`src/rtl/hit_cb_ser_scrubber_if.sv`:
```
// SRAM port bundle shared by the scrubber and the SER-protected circular buffer.
// The master side drives both chip enables, both addresses and the write-back data.
interface hit_cb_ser_scrubber_if #(
  parameter int AW = 7,
  parameter int DW = 4
);
  logic          CENA;
  logic [AW-1:0] AA;
  logic [DW-1:0] QA;
  logic          E1A;
  logic          E2A;
  logic          CENB;
  logic [AW-1:0] AB;
  logic [DW-1:0] DB;

  modport master (output CENA, AA, CENB, AB, DB, input QA, E1A, E2A);
  modport slave  (input CENA, AA, CENB, AB, DB, output QA, E1A, E2A);
endinterface

```
`src/rtl/hit_cb_ser_scrubber.sv`:
```
// Background SER scrubber: walks every word, rewrites single-bit errors through
// the encoder path and counts uncorrectable ones. Every output is a register.
module hit_cb_ser_scrubber #(
  parameter int AW             = 7,
  parameter int DW             = 4,
  parameter int SCRUB_INTERVAL = 1024,
  parameter int CW             = 16
) (
  input  logic                  clk,
  input  logic                  reset,
  input  logic                  scrubEn,
  input  logic                  userReq,
  input  logic                  clearCounts,
  hit_cb_ser_scrubber_if.master sram,
  output logic                  scrubActive,
  output logic                  scrubDone,
  output logic [CW-1:0]         corrCount,
  output logic [CW-1:0]         uncorrCount,
  output logic [AW-1:0]         lastErrAddr
);

  localparam int TW = 16;
  localparam logic [TW-1:0] RELOAD = TW'(SCRUB_INTERVAL - 1);

  typedef enum logic [2:0] {IDLE, RD, CHK, WR, NXT} state_e;

  state_e          state_q, state_d;
  logic [TW-1:0]   timer_q, timer_d;
  logic [AW-1:0]   ptr_q, ptr_d;
  logic            cena_q, cena_d, cenb_q, cenb_d;
  logic [AW-1:0]   aa_q, aa_d, ab_q, ab_d, last_q, last_d;
  logic [DW-1:0]   db_q, db_d;
  logic            act_q, act_d, done_q, done_d;
  logic [CW-1:0]   corr_q, corr_d, unc_q, unc_d;
  logic            hit_corr, hit_unc;

  // State register
  always_ff @(posedge clk or negedge reset) begin
    if (!reset) state_q <= IDLE;
    else        state_q <= state_d;
  end

  // Next-state logic; E2A alone is treated as uncorrectable, so only E1A&!E2A writes back
  always_comb begin
    state_d = state_q;
    case (state_q)
      IDLE:    if (timer_q == '0 && scrubEn && !userReq) state_d = RD;
      RD:      state_d = CHK;
      CHK:     state_d = (sram.E1A && !sram.E2A) ? WR : NXT;
      WR:      state_d = NXT;
      NXT:     state_d = IDLE;
      default: state_d = IDLE;
    endcase
  end

  assign hit_corr = (state_q == CHK) && sram.E1A && !sram.E2A;
  assign hit_unc  = (state_q == CHK) && sram.E2A;

  // Output / datapath next-state; outputs follow the state being entered
  always_comb begin
    timer_d = timer_q;
    if (state_q == NXT)                          timer_d = RELOAD;
    else if (state_q == IDLE && timer_q != '0)   timer_d = timer_q - TW'(1);

    ptr_d  = (state_q == NXT) ? ptr_q + AW'(1) : ptr_q;
    cena_d = (state_d != RD);
    cenb_d = (state_d != WR);
    aa_d   = (state_d == RD) ? ptr_q : aa_q;
    ab_d   = (state_d == WR) ? ptr_q : ab_q;
    db_d   = (state_d == WR) ? sram.QA : db_q;
    act_d  = (state_d == RD) || (state_d == CHK) || (state_d == WR);
    done_d = (state_d == NXT) && (ptr_q == '1);

    corr_d = corr_q;
    unc_d  = unc_q;
    last_d = last_q;
    if (hit_corr && corr_q != '1) corr_d = corr_q + CW'(1);
    if (hit_unc && unc_q != '1)   unc_d  = unc_q + CW'(1);
    if (hit_corr || hit_unc)      last_d = ptr_q;
    if (clearCounts) begin
      corr_d = '0;
      unc_d  = '0;
      last_d = '0;
    end
  end

  always_ff @(posedge clk or negedge reset) begin
    if (!reset) begin
      timer_q <= RELOAD;
      ptr_q   <= '0;
      cena_q  <= 1'b1;
      cenb_q  <= 1'b1;
      aa_q    <= '0;
      ab_q    <= '0;
      db_q    <= '0;
      act_q   <= 1'b0;
      done_q  <= 1'b0;
      corr_q  <= '0;
      unc_q   <= '0;
      last_q  <= '0;
    end else begin
      timer_q <= timer_d;
      ptr_q   <= ptr_d;
      cena_q  <= cena_d;
      cenb_q  <= cenb_d;
      aa_q    <= aa_d;
      ab_q    <= ab_d;
      db_q    <= db_d;
      act_q   <= act_d;
      done_q  <= done_d;
      corr_q  <= corr_d;
      unc_q   <= unc_d;
      last_q  <= last_d;
    end
  end

  assign sram.CENA   = cena_q;
  assign sram.AA     = aa_q;
  assign sram.CENB   = cenb_q;
  assign sram.AB     = ab_q;
  assign sram.DB     = db_q;
  assign scrubActive = act_q;
  assign scrubDone   = done_q;
  assign corrCount   = corr_q;
  assign uncorrCount = unc_q;
  assign lastErrAddr = last_q;

endmodule

```
`src/flat_wrapper.sv`:
```
// flat-port wrapper written by rule: the top's interface ports become plain ports
module hit_cb_ser_scrubber_flat 
#(
  parameter int AW             = 7,
  parameter int DW             = 4,
  parameter int SCRUB_INTERVAL = 1024,
  parameter int CW             = 16
)
  (clk, reset, scrubEn, userReq, clearCounts, scrubActive, scrubDone, corrCount, uncorrCount, lastErrAddr, sram_CENA, sram_AA, sram_CENB, sram_AB, sram_DB, sram_QA, sram_E1A, sram_E2A);
  hit_cb_ser_scrubber_if #(.AW(AW), .DW(DW)) sram_i ();
  input  logic clk;
  input  logic reset;
  input  logic scrubEn;
  input  logic userReq;
  input  logic clearCounts;
  output logic scrubActive;
  output logic scrubDone;
  output logic [CW-1:0] corrCount;
  output logic [CW-1:0] uncorrCount;
  output logic [AW-1:0] lastErrAddr;
  output wire logic [$bits(sram_i.CENA)-1:0] sram_CENA;
  output wire logic [$bits(sram_i.AA)-1:0] sram_AA;
  output wire logic [$bits(sram_i.CENB)-1:0] sram_CENB;
  output wire logic [$bits(sram_i.AB)-1:0] sram_AB;
  output wire logic [$bits(sram_i.DB)-1:0] sram_DB;
  input wire logic [$bits(sram_i.QA)-1:0] sram_QA;
  input wire logic [$bits(sram_i.E1A)-1:0] sram_E1A;
  input wire logic [$bits(sram_i.E2A)-1:0] sram_E2A;
  assign sram_CENA = sram_i.CENA;
  assign sram_AA = sram_i.AA;
  assign sram_CENB = sram_i.CENB;
  assign sram_AB = sram_i.AB;
  assign sram_DB = sram_i.DB;
  assign sram_i.QA = sram_QA;
  assign sram_i.E1A = sram_E1A;
  assign sram_i.E2A = sram_E2A;
  hit_cb_ser_scrubber #(.AW(AW), .DW(DW), .SCRUB_INTERVAL(SCRUB_INTERVAL), .CW(CW)) u_core (.clk(clk), .reset(reset), .scrubEn(scrubEn), .userReq(userReq), .clearCounts(clearCounts), .sram(sram_i), .scrubActive(scrubActive), .scrubDone(scrubDone), .corrCount(corrCount), .uncorrCount(uncorrCount), .lastErrAddr(lastErrAddr));
endmodule
```
`config.mk`:
```
export PLATFORM = sky130hd
export DESIGN_NAME = hit_cb_ser_scrubber_flat
export DESIGN_NICKNAME = d
export VERILOG_FILES = /design/src/rtl/hit_cb_ser_scrubber_if.sv /design/src/rtl/hit_cb_ser_scrubber.sv /design/src/flat_wrapper.sv
export SDC_FILE = /design/constraint.sdc
export NUM_CORES = 1
export LEC_CHECK = 0
export BUFFER_PORTS_ARGS = -buffer_cell sky130_fd_sc_hd__buf_2
export CAP_MARGIN = 20
export CORE_ASPECT_RATIO = 1.4
export CORE_MARGIN = 3
export CORE_UTILIZATION = 54
export CTS_BUF_LIST = sky130_fd_sc_hd__clkbuf_8
export CTS_CLUSTER_SIZE = 30
export DETAILED_ROUTE_END_ITERATION = 10
export GPL_ROUTABILITY_DRIVEN = 1
export PLACE_DENSITY = 0.77
export RECOVER_POWER = 100
export SLEW_MARGIN = 0
export SYNTH_ARGS = -nofsm -noshare
export SYNTH_HDL_FRONTEND = slang
export SYNTH_SLANG_ARGS = --single-unit
```
`constraint.sdc`:
```
create_clock -name clk -period 3.4 [get_ports clk]
set_clock_uncertainty 0.05 [all_clocks]
set_input_delay 0.17 -clock clk [delete_from_list [all_inputs] [get_ports clk]]
set_output_delay 0.17 -clock clk [all_outputs]
set_load 0.01 [all_outputs]
```
# [Word-level counts from Yosys, hierarchy flattened]
# Index checks and enable logic that the tools add are counted.
[word_totals] output_inout_bits=61 inputBits=11 register_bits=87 wordCells=63
[classes] n_reduce_logical=22 addsub=4 eq_ne=13 n_mux=11
[op_table] op="$mux 16" n=6
[op_table] op="$add 16x1->16 const B" n=2
[op_table] op="$ne 16x16->1 const B" n=2
[op_table] op="$logic_not 16->1" n=1
[op_table] op="$reduce_bool 16->1" n=1
[op_table] op="$sub 16x1->16 const B" n=1
[op_table] op="$mux 7" n=2
[op_table] op="$eq 3x2->1 const B" n=4
[op_table] op="$pmux 3 s4" n=1
[op_table] op="$logic_and 1x1->1" n=10
[op_table] op="$reduce_bool 2->1" n=4
[op_table] op="$add 7x1->7 const B" n=1
[op_table] op="$eq 7x7->1 const B" n=1
[op_table] op="$eq 3x1->1 const B" n=2
[op_table] op="$eq 3x3->1 const B" n=2
[op_table] op="$mux 3" n=2
[op_table] op="$logic_not 3->1" n=1
[op_table] op="$logic_or 1x1->1" n=3
[op_table] op="$ne 3x1->1 const B" n=1
[op_table] op="$ne 3x2->1 const B" n=1
[op_table] op="$logic_not 1->1" n=2

# [Longest topological paths before layout]
# Gate-level depths: netlist (run 1).
[depth] depth_word=8 mapped_depth=7 ltp_nobuf=6

# [Worst setup path before layout (run 1)]
# OpenSTA, ideal clock, no wires.
[synth_timing] kind="reg-to-reg" startpoint="register u_core.state_q[0]" endpoint="register u_core.corr_q[7], in the netlist u_core.corrCount[7]" setup_ns=0.078 path_buffers=1 slack_ns=1.256 t_arrival_ns=2.016 path_stages_with_launch=6 cell_sequence="dfrtp_1 buf_6 or3b_4 or4_4 or4_1 a21oi_1"
[synth_via] elab_chain_len=5
[synth_rtl] item="start, declared" line_no="hit_cb_ser_scrubber.sv:27" rtl="state_e state_q, state_d;"
[synth_rtl] item="start signal, assigned" line_no="hit_cb_ser_scrubber.sv:40" rtl="else state_q <= state_d;"
[synth_rtl] item="$eq 3x2->1" line_no="hit_cb_ser_scrubber.sv:56" rtl="assign hit_corr = (state_q == CHK) && sram.E1A && !sram.E2A;"
[synth_rtl] item="$logic_and 1x1->1 (2 in series)" line_no="hit_cb_ser_scrubber.sv:56"
[synth_rtl] item="$logic_and 1x1->1" line_no="hit_cb_ser_scrubber.sv:77" rtl="if (hit_corr && corr_q != '1) corr_d = corr_q + CW'(1);"
[synth_rtl] item="$reduce_bool 2->1 (no line)"
[synth_rtl] item="end signal, assigned" line_no="hit_cb_ser_scrubber.sv:111" rtl="corr_q <= corr_d;"
[synth_rtl] item="end, declared" line_no="hit_cb_ser_scrubber.sv:34" rtl="logic [CW-1:0] corr_q, corr_d, unc_q, unc_d;"
# Every way passes these cells.
# A chain may end at the register's enable or synchronous reset.

# [Worst setup path in the final report (run 1)]
[layout_timing] startpoint="register u_core.timer_q[11]" endpoint="register u_core.aa_q[3], in the netlist u_core.sram.AA[3]"
[layout_via] elab_chain_len=6
[layout_rtl] item="start, declared" line_no="hit_cb_ser_scrubber.sv:28" rtl="logic [TW-1:0] timer_q, timer_d;"
[layout_rtl] item="start signal, assigned" line_no="hit_cb_ser_scrubber.sv:102" rtl="timer_q <= timer_d;"
[layout_rtl] item="$logic_not 16->1" line_no="hit_cb_ser_scrubber.sv:47" rtl="IDLE: if (timer_q == '0 && scrubEn && !userReq) state_d = RD;"
[layout_rtl] item="$logic_and 1x1->1 (2 in series)" line_no="hit_cb_ser_scrubber.sv:47"
[layout_rtl] item="$mux 3" line_no="hit_cb_ser_scrubber.sv:47"
[layout_rtl] item="$pmux 3 s4" line_no="hit_cb_ser_scrubber.sv:46" rtl="case (state_q)"
[layout_rtl] item="$eq 3x1->1" line_no="hit_cb_ser_scrubber.sv:68" rtl="aa_d = (state_d == RD) ? ptr_q : aa_q;"
[layout_rtl] item="end signal, assigned" line_no="hit_cb_ser_scrubber.sv:93" rtl="aa_q <= '0;"
[layout_rtl] item="end signal, assigned" line_no="hit_cb_ser_scrubber.sv:106" rtl="aa_q <= aa_d;"
[layout_rtl] item="end, declared" line_no="hit_cb_ser_scrubber.sv:31" rtl="logic [AW-1:0] aa_q, aa_d, ab_q, ab_d, last_q, last_d;"
# Every way passes these cells.

==> qor.log, run 1 <==
qor: outcome.run_status complete, but fails checks
qor: outcome.violations capacitance limit, slew limit
qor: power.total_power 2.257 mW
qor: logic_synthesis.syn_area 4314 um2
qor: worst_setup_path.slowest_stage sky130_fd_sc_hd__or4_1
qor: placement.io_buffer_count 71
qor: final_layout.num_antenna_cells 0
qor: detailed_routing.wl_per_cell 16.73 um
qor: global_route.antenna_found_initial 0
qor: power.sequentialPowerShare 52.4%
qor: placement.dpl.hpwl 6836 um
qor: logic_synthesis.synthesized_net_count 435
qor: global_route.met3_usage 5.016%
qor: logic_synthesis.synth.area.top_cells sky130_fd_sc_hd__dfrtp_1 (44%), sky130_fd_sc_hd__dfstp_2 (7.3%), sky130_fd_sc_hd__mux2_2 (5.0%)
qor: worst_setup_path.worst-endpoint-arrival 2.99 ns
qor: floorplanning.floorplan.initialDensity 57.17%
qor: min_path.hold-path-endpoint u_core.sram.CENA$_DFF_PN1_
qor: logic_synthesis.post-synth-top-area-fraction 43.50%
qor: global_route.grt_overflow 0
qor: worst_setup_path.end_kind flop
qor: global_route.first_global_vias 3477
qor: final_layout.fillerInstances 640
qor: power.power_switching 0.5644 mW
qor: clock_network.clock_insertion_delay_worst_skew 0.36 ns
qor: logic_synthesis.synth_area_leader_cell sky130_fd_sc_hd__dfrtp_1
qor: min_path.worstHoldPathCells 3
qor: global_route.gr-max-usage-layer met2
qor: clock_network.cts-root-to-sink-buffers 2
qor: timing.fmaxAchievable 0.3586 GHz
qor: final_layout.area_delta_synth_final 14.39%
qor: logic_synthesis.synth_enable_flop_cells 0
qor: global_route.groute.layer.met2.usage 37.27%
qor: clock_network.clk_pin_slew 0.09 ns
qor: global_route.grt_start_max_net_pins 75
qor: power.power-per-cell-area 457.5 nW/um2
qor: logic_synthesis.syn_inst 419
qor: timing.relSlewSlack -21.67%
qor: worst_setup_path.r2r-end u_core.sram.AA[3]$_DFFE_PN0N_
qor: clock_network.htreeDepth 3
qor: final_layout.post-route-util 65.40%
qor: logic_synthesis.syn_area_per_cell 10.30 um2
qor: timing.finalCritPeriodShare 82.01%
qor: timing.hold_ws 0.1306 ns
qor: detailed_routing.count_of_nets_left_with_antenna_violations_after_detail_routing 0
qor: timing.hold_violations 0
qor: timing.tightest_pin_transition 1.825 ns
qor: floorplanning.placementRows 37
qor: power.p_leak 2.015 nW
qor: min_path.hold_removal_path_class in -> reg
qor: worst_setup_path.regToRegStartpoint u_core.timer_q[11]$_DFFE_PN0P_
qor: power.p_comb_share 9.6%
qor: floorplanning.design.die.area 9113 um2
qor: detailed_routing.postRouteWirelength 9936 um
qor: final_layout.finish.cell_count_without_fillers 594
qor: worst_setup_path.ff2ff_path_depth 5
qor: global_route.grt_pass1_wl 16440 um
qor: placement.place_congestion 0.8313
qor: placement.placed_area 4760 um2
qor: floorplanning.dieHeight 111.8 um
qor: logic_synthesis.synth-seq-cells 87
qor: final_layout.final_layout_size_suffix_gt1_share 12.47%
qor: timing.rsz0062_at_grt false
qor: timing.period_needed 2.788 ns
qor: logic_synthesis.post_synth_num_cell_types 52
qor: power.irDropWorstVdd 0.0004140 V
qor: detailed_routing.routed_vias 3676
qor: global_route.use_met1 29.12%
qor: worst_setup_path.worstPathCellList or4_1 > nor3_2 > clkbuf_1 > and3_1 > mux2_2
qor: placement.dp_cells 573
qor: worst_setup_path.critical_path.max_stage_delay 0.63 ns
qor: timing.setup_ws_final 0.6117 ns
qor: clock_network.clk_root_buffer_cell sky130_fd_sc_hd__clkbuf_8
qor: logic_synthesis.synth-seq-area-share 50.81%
qor: logic_synthesis.synthesis_warnings 0
qor: final_layout.final_nets 508
qor: worst_setup_path.crit_type reg -> reg
qor: timing.slew_violations 87
qor: clock_network.clock_sinks 87
qor: worst_setup_path.critPathMaxFanout 16
qor: run.cap_violations 2
qor: detailed_routing.first_pass_iters 5
qor: floorplanning.i_o_pin_cnt 72
qor: worst_setup_path.start_kind flop
qor: worst_setup_path.cp_data_required_time 3.60 ns
qor: floorplanning.core_region_area 7546 um2
qor: clock_network.cts_setup_buffers 0
qor: timing.setup_tns 0 ns
qor: power.power.internal 1.693 mW
qor: final_layout.finalInstanceArea 4935 um2
qor: min_path.hold_start scrubEn
qor: clock_network.cts_made_buffers 9
qor: timing.timing.final.setup_violations 0
qor: logic_synthesis.synth_flop_cell sky130_fd_sc_hd__dfrtp_1
qor: power.power_frac_clock 38.0%
qor: worst_setup_path.regToRegSetupSlack 0.61 ns
qor: power.netSwitchingFraction 25.00%
qor: detailed_routing.drt_drc_violations_left 0
qor: detailed_routing.count_of_routing_violations_after_the_opening_detailed_route_iteration 253
qor: detailed_routing.vias_per_cell 6.189
qor: global_route.grt_util_all_layers 22.88%
qor: placement.worst_setup_slack_after_placement 1.002 ns
qor: logic_synthesis.synthArstFlopShare 100.0%
qor: floorplanning.die_w 81.54 um
qor: clock_network.tritoncts_clock_tree yes
[cell usage in the layout (no fill, tap or decap), types with 7 or more instances in the layout]
cell	count
sky130_fd_sc_hd__dfstp_2	12
sky130_fd_sc_hd__nand3_1	15
sky130_fd_sc_hd__buf_2	9
sky130_fd_sc_hd__o21ai_0	18
sky130_fd_sc_hd__a21oi_1	36
sky130_fd_sc_hd__dfrtp_1	75
sky130_fd_sc_hd__mux2_2	19
sky130_fd_sc_hd__clkbuf_1	67
sky130_fd_sc_hd__nand2_1	34
sky130_fd_sc_hd__inv_1	10
sky130_fd_sc_hd__or4_1	20
sky130_fd_sc_hd__nand2b_1	9
sky130_fd_sc_hd__nor3_1	12
sky130_fd_sc_hd__clkbuf_8	9
sky130_fd_sc_hd__and3_1	7
sky130_fd_sc_hd__or3_1	8
sky130_fd_sc_hd__nor2_1	18
sky130_fd_sc_hd__and4_1	10
sky130_fd_sc_hd__o31ai_1	15
sky130_fd_sc_hd__mux2i_1	9
sky130_fd_sc_hd__nand4_1	9
[kinds of logic after synthesis]
kind of cell / share of synthesized area (%)
flip-flops: 50.81
AND/OR/NAND/NOR: 23.84
adder cells (fa/ha/maj): 1.450
XOR/XNOR: 1.218
AO/OA/AOI/OAI: 12.99
buffers and inverters: 2.639
multiplexers: 7.048
[how the worst max path moves through the flow]
stage / startpoint / end / slack, ns
6_report: u_core.timer_q[11]$_DFFE_PN0P_ / u_core.sram.AA[3]$_DFFE_PN0N_ / 0.61
3_5_place_dp: u_core.timer_q[11]$_DFFE_PN0P_ / u_core.sram.AA[1]$_DFFE_PN0N_ / 1.00
2_1_floorplan: u_core.state_q[0]$_DFF_PN0_ / u_core.corrCount[7]$_DFFE_PN0P_ / 1.26
4_1_cts: u_core.timer_q[11]$_DFFE_PN0P_ / u_core.sram.AA[3]$_DFFE_PN0N_ / 0.99
3_3_place_gp: u_core.timer_q[11]$_DFFE_PN0P_ / u_core.sram.AA[2]$_DFFE_PN0N_ / 1.07
5_1_grt: u_core.timer_q[11]$_DFFE_PN0P_ / u_core.sram.AA[0]$_DFFE_PN0N_ / 0.51
[cell type report]
| type | instances | area (um2) | share of cell area, % |
|---|---|---|---|
| clock inverter | 7 | 113.9 | 2.307 |
| tap | 97 | 121.4 | 2.459 |
| inverter | 8 | 30.03 | 0.6085 |
| sequential | 87 | 2192 | 44.42 |
| multi-input combinational | 304 | 2002 | 40.57 |
| clock buffer | 9 | 123.9 | 2.510 |
| timing repair buffer | 82 | 351.6 | 7.125 |
[synth_stat cells, types with 5 or more instances]
master	count
sky130_fd_sc_hd__nand4_1	9
sky130_fd_sc_hd__and3_1	7
sky130_fd_sc_hd__mux2i_1	9
sky130_fd_sc_hd__nand3_1	15
sky130_fd_sc_hd__and4_1	10
sky130_fd_sc_hd__clkbuf_1	18
sky130_fd_sc_hd__or3_1	8
sky130_fd_sc_hd__ha_1	5
sky130_fd_sc_hd__a21oi_1	36
sky130_fd_sc_hd__inv_1	8
sky130_fd_sc_hd__nand2b_1	9
sky130_fd_sc_hd__nand2_1	34
sky130_fd_sc_hd__o21ai_0	18
sky130_fd_sc_hd__dfrtp_1	75
sky130_fd_sc_hd__nor2b_1	5
sky130_fd_sc_hd__nor3_1	12
sky130_fd_sc_hd__nor4_1	6
sky130_fd_sc_hd__o31ai_1	15
sky130_fd_sc_hd__or4_1	19
sky130_fd_sc_hd__mux2_2	19
sky130_fd_sc_hd__nor2_1	18
sky130_fd_sc_hd__dfstp_2	12
[worst max-delay path, delay by kind of cell (launching register included)]
family	cells	cell delay, ns
buffers and inverters	1	0.50
flip-flops	1	0.43
multiplexers	1	0.39
AND/OR/NAND/NOR	3	1.30
[what timing repair did]
| item | 4_1_cts | 5_1_grt |
|---|---|---|
| hold endpoints to repair | 71 | 0 |
| hold buffers | 5 | 0 |
| gates resized for setup | 0 | 0 |
[per-layer routing]
| metal | wire (um) | part of all wire (%) |
|---|---|---|
| met1 | 4115 | 41 |
| met2 | 5090 | 51 |
| met3 | 532 | 5.4 |
| met4 | 197 | 2.0 |
| met5 | 0 | 0 |
[power by group through the flow]
| stage | registers, mW | clock network [mW] | logic [mW] |
|---|---|---|---|
| final | 1.18 | 0.857 | 0.217 |
| after global routing | 1.19 | 0.928 | 0.246 |
| after CTS | 1.18 | 0.881 | 0.225 |
| after detailed placement | 1.20 | 0 | 0.216 |
| after global placement | 1.20 | 0 | 0.208 |
| after floorplan | 1.19 | 0 | 0.147 |
[state kept, by name (all words and copies together) (netlist names)]
| name | cells |
|---|---|
| u_core.lastErrAddr | 7 |
| u_core.state_q | 3 |
| u_core.corrCount | 16 |
| u_core.sram.CENB | 1 |
| u_core.ptr_q | 7 |
| u_core.uncorrCount | 16 |
| u_core.sram.AB | 7 |
| u_core.scrubDone | 1 |
| u_core.sram.DB | 4 |
| u_core.sram.CENA | 1 |
| u_core.timer_q | 16 |
| u_core.sram.AA | 7 |
| u_core.scrubActive | 1 |
No activity file was read; power rests on OpenSTA's default activity.
==> run 2, diff against run 1 <==
Settings changed: ABC_AREA set to 1, PLACE_DENSITY 0.77 to 0.76.
Clock period 3.4 ns to 2.8 ns, I/O delays scaled along.
==> qor.log, run 2 <==
qor: power.power-per-cell-area 613.7 nW/um2
qor: final_layout.post-route-util 63.05%
qor: run.cap_violations 1
qor: floorplanning.placementRows 39
qor: worst_setup_path.ff2ff_path_depth 9
qor: timing.slew_violations 34
qor: timing.fmaxAchievable 0.4369 GHz
qor: timing.relSlewSlack -28.32%
qor: timing.timing.final.setup_violations 0
qor: timing.tightest_pin_transition 1.925 ns
qor: logic_synthesis.share_of_the_synthesized_netlist_area_taken_by_xor_and_xnor_gates 3.189%
qor: power.p_leak 2.475 nW
qor: logic_synthesis.yosys.area_share.adder 1.340%
qor: floorplanning.core_region_area 8295 um2
qor: logic_synthesis.synthesized_area_fraction_occupied_by_ao_oa_aoi_and_oai_cells 6.806%
qor: min_path.worstHoldPathCells 4
qor: worst_setup_path.start_kind flop
qor: worst_setup_path.critPathMaxFanout 15
qor: worst_setup_path.end_kind flop
qor: final_layout.final_layout_size_suffix_gt1_share 7.815%
qor: logic_synthesis.synth_simple_gate_area_share 34.62%
qor: logic_synthesis.synth_area_leader_cell sky130_fd_sc_hd__dfrtp_1
qor: logic_synthesis.syn_inst 610
qor: outcome.run_status complete, but fails checks
qor: clock_network.tritoncts_clock_tree yes
qor: worst_setup_path.crit_type reg -> reg
qor: timing.setup_tns 0 ns
qor: logic_synthesis.top_count_cell_post_synth sky130_fd_sc_hd__nand2_1
qor: floorplanning.dieHeight 116.0 um
qor: logic_synthesis.combinational_family_with_the_most_area_after_synthesis simple AND/OR/NAND/NOR gates
qor: detailed_routing.routed_vias 4296
qor: logic_synthesis.synthMuxAreaShare 0%
qor: power.irDropWorstVdd 0.0004057 V
qor: clock_network.cts.repair.resized 0
qor: floorplanning.i_o_pin_cnt 72
qor: global_route.grt_overflow 0
qor: logic_synthesis.syn_area 4669 um2
qor: global_route.grt_pass1_wl 18600 um
qor: final_layout.layout.cells.most_common_list sky130_fd_sc_hd__nand2_1 (204), sky130_fd_sc_hd__dfrtp_1 (75), sky130_fd_sc_hd__nor2_1 (70)
qor: final_layout.finalInstanceArea 5230 um2
qor: placement.place_congestion 0.9112
qor: logic_synthesis.synthesized_net_count 626
qor: worst_setup_path.cp_data_required_time 3.01 ns
qor: min_path.hold_removal_path_class in -> reg
qor: final_layout.multi_input_area 2092 um2
qor: logic_synthesis.synthesis_warnings 0
qor: final_layout.final_nets 702
qor: clock_network.clk_root_buffer_cell sky130_fd_sc_hd__clkbuf_8
qor: placement.placed_area 5106 um2
qor: clock_network.cts-root-to-sink-buffers 2
qor: timing.rsz0062_at_grt false
qor: detailed_routing.postRouteWirelength 10920 um
qor: clock_network.clock_insertion_delay_worst_skew 0.37 ns
qor: detailed_routing.count_of_nets_left_with_antenna_violations_after_detail_routing 0
qor: detailed_routing.count_of_routing_violations_after_the_opening_detailed_route_iteration 214
qor: outcome.violations capacitance limit, slew limit
qor: clock_network.cts_made_buffers 9
qor: logic_synthesis.commonest_cells_in_the_synthesized_netlist sky130_fd_sc_hd__nand2_1 (202), sky130_fd_sc_hd__dfrtp_1 (75), sky130_fd_sc_hd__nor2_1 (66), sky130_fd_sc_hd__inv_1 (60), sky130_fd_sc_hd__nand3_1 (44)
qor: global_route.grt_util_all_layers 23.30%
qor: floorplanning.floorplan.initialDensity 56.29%
qor: logic_synthesis.post_synth_num_cell_types 30
qor: final_layout.layout.cells.most_common sky130_fd_sc_hd__nand2_1
qor: final_layout.fillerInstances 770
qor: final_layout.seqCellArea 2192 um2
qor: final_layout.num_antenna_cells 0
qor: timing.hold_violations 0
qor: detailed_routing.drt_drc_violations_left 0
qor: logic_synthesis.synthArstFlopShare 100.0%
qor: floorplanning.die_w 84.59 um
qor: worst_setup_path.worst-endpoint-arrival 2.50 ns
qor: logic_synthesis.post-synth-top-area-fraction 40.19%
qor: global_route.antenna_found_initial 0
qor: clock_network.clock_sinks 87
qor: logic_synthesis.syn_area_per_cell 7.655 um2
qor: detailed_routing.vias_per_cell 5.417
qor: timing.period_needed 2.289 ns
qor: timing.finalCritPeriodShare 81.74%
qor: floorplanning.design.die.area 9815 um2
qor: logic_synthesis.synth_enable_flop_cells 0
qor: detailed_routing.first_pass_iters 4
qor: final_layout.area_delta_synth_final 12.00%
qor: global_route.first_global_vias 4102
qor: global_route.grt_start_max_net_pins 55
qor: power.total_power 3.209 mW
qor: clock_network.htreeDepth 3
qor: logic_synthesis.synth-seq-cells 87
qor: placement.io_buffer_count 71
qor: placement.dpl.hpwl 7798 um
qor: clock_network.clk_pin_slew 0.10 ns
qor: detailed_routing.wl_per_cell 13.77 um
qor: logic_synthesis.synth_flop_cell sky130_fd_sc_hd__dfrtp_1
qor: logic_synthesis.synth.area.top_cells sky130_fd_sc_hd__dfrtp_1 (40%), sky130_fd_sc_hd__nand2_1 (16%), sky130_fd_sc_hd__dfstp_2 (6.8%)
qor: logic_synthesis.synth-seq-area-share 46.95%
==> run 2: cell types whose count changed after synthesis, moves of 10 or more <==
cell | before | now
sky130_fd_sc_hd__a21oi_1 | 36 | 1
sky130_fd_sc_hd__and4_1 | 10 | 0
sky130_fd_sc_hd__clkbuf_1 | 18 | 4
sky130_fd_sc_hd__inv_1 | 8 | 60
sky130_fd_sc_hd__mux2_2 | 19 | 0
sky130_fd_sc_hd__nand2_1 | 34 | 202
sky130_fd_sc_hd__nand3_1 | 15 | 44
sky130_fd_sc_hd__nand4_1 | 9 | 32
sky130_fd_sc_hd__nor2_1 | 18 | 66
sky130_fd_sc_hd__nor3_1 | 12 | 1
sky130_fd_sc_hd__o21ai_1 | 0 | 18
sky130_fd_sc_hd__o31ai_1 | 15 | 0
sky130_fd_sc_hd__or4_1 | 19 | 0
sky130_fd_sc_hd__xor2_1 | 2 | 16
==> run 2: where the power goes <==
part           internal [mW]  switching, mW  total, mW  leakage, nW
Sequential              1.45          0.144       1.60         1.17
Combinational          0.241          0.430      0.671         1.21
Clock                  0.449          0.493      0.942        0.101
Total                   2.14           1.07       3.21         2.47
==> run 2: timing repair <==
| action | in CTS | in global routing |
|---|---|---|
| buffers inserted | 0 | 0 |
| endpoints found under the hold margin | 35 | 0 |
| hold buffers | 5 | 0 |
==> run 2: worst paths after layout <==
check	from	endpoint	slack [ns]
max	u_core.corrCount[1]$_DFFE_PN0P_	u_core.corrCount[11]$_DFFE_PN0P_	0.51
min	sram_E1A	u_core.state_q[2]$_DFF_PN0_	0.02
max reg2reg	u_core.corrCount[1]$_DFFE_PN0P_	u_core.corrCount[11]$_DFFE_PN0P_	0.51
min reg2reg	u_core.state_q[2]$_DFF_PN0_	u_core.state_q[2]$_DFF_PN0_	0.45
max in group asynchronous	reset	u_core.timer_q[0]$_DFFE_PN1P_	0.79
min in group asynchronous	reset	u_core.uncorrCount[13]$_DFFE_PN0P_	0.79
==> run 2: kinds of logic (layout without fill, tap and decap cells) <==
family	after synthesis	in the layout
flops	87	87
compound gates	55	55
buf+inv	78	159
fa+ha+maj	5	5
simple gates	368	368
xor+xnor	17	17
==> run 2: metal layers <==
metal | up-vias | share of wire [%] | GRT usage, %
met4 | 0 | 1.4 | 8.131
li1 | 2103 | - | -
met3 | 14 | 5.3 | 5.263
met5 | - | 0 | 0
met2 | 113 | 50 | 40.46
met1 | 2066 | 43 | 28.62
==> run 2: worst max-delay path, cell delays in order (launching register included) <==
cell	delay, ns
sky130_fd_sc_hd__dfrtp_1	0.43
sky130_fd_sc_hd__ha_1	0.26
sky130_fd_sc_hd__nand3_2	0.12
sky130_fd_sc_hd__inv_1	0.06
sky130_fd_sc_hd__nand2_2	0.09
sky130_fd_sc_hd__nor2_1	0.07
sky130_fd_sc_hd__nor2_1	0.74
sky130_fd_sc_hd__nor2_4	0.20
sky130_fd_sc_hd__nand2_1	0.12
sky130_fd_sc_hd__nand2_1	0.06
==> run 2: final cells by class <==
class	instances	share of cell area [%]
sequential	87	41.91
clock buffer	10	2.632
clock inverter	6	1.411
tap	102	2.440
multi-input combinational	445	40.00
timing repair buffer	81	7.153
inverter	62	4.450
==> run 2: metrics by stage <==
step | setup slack (ns) | cells | hold slack (ns)
floorplan | 1.195 | 610 | -0.2056
global placement | 0.9106 | 772 | 0.07067
detailed placement | 0.8626 | 772 | 0.07168
CTS | 0.8508 | 793 | 0.007914
global route | 0.3327 | 793 | 0.04447
finish | 0.5113 | 793 | 0.01933
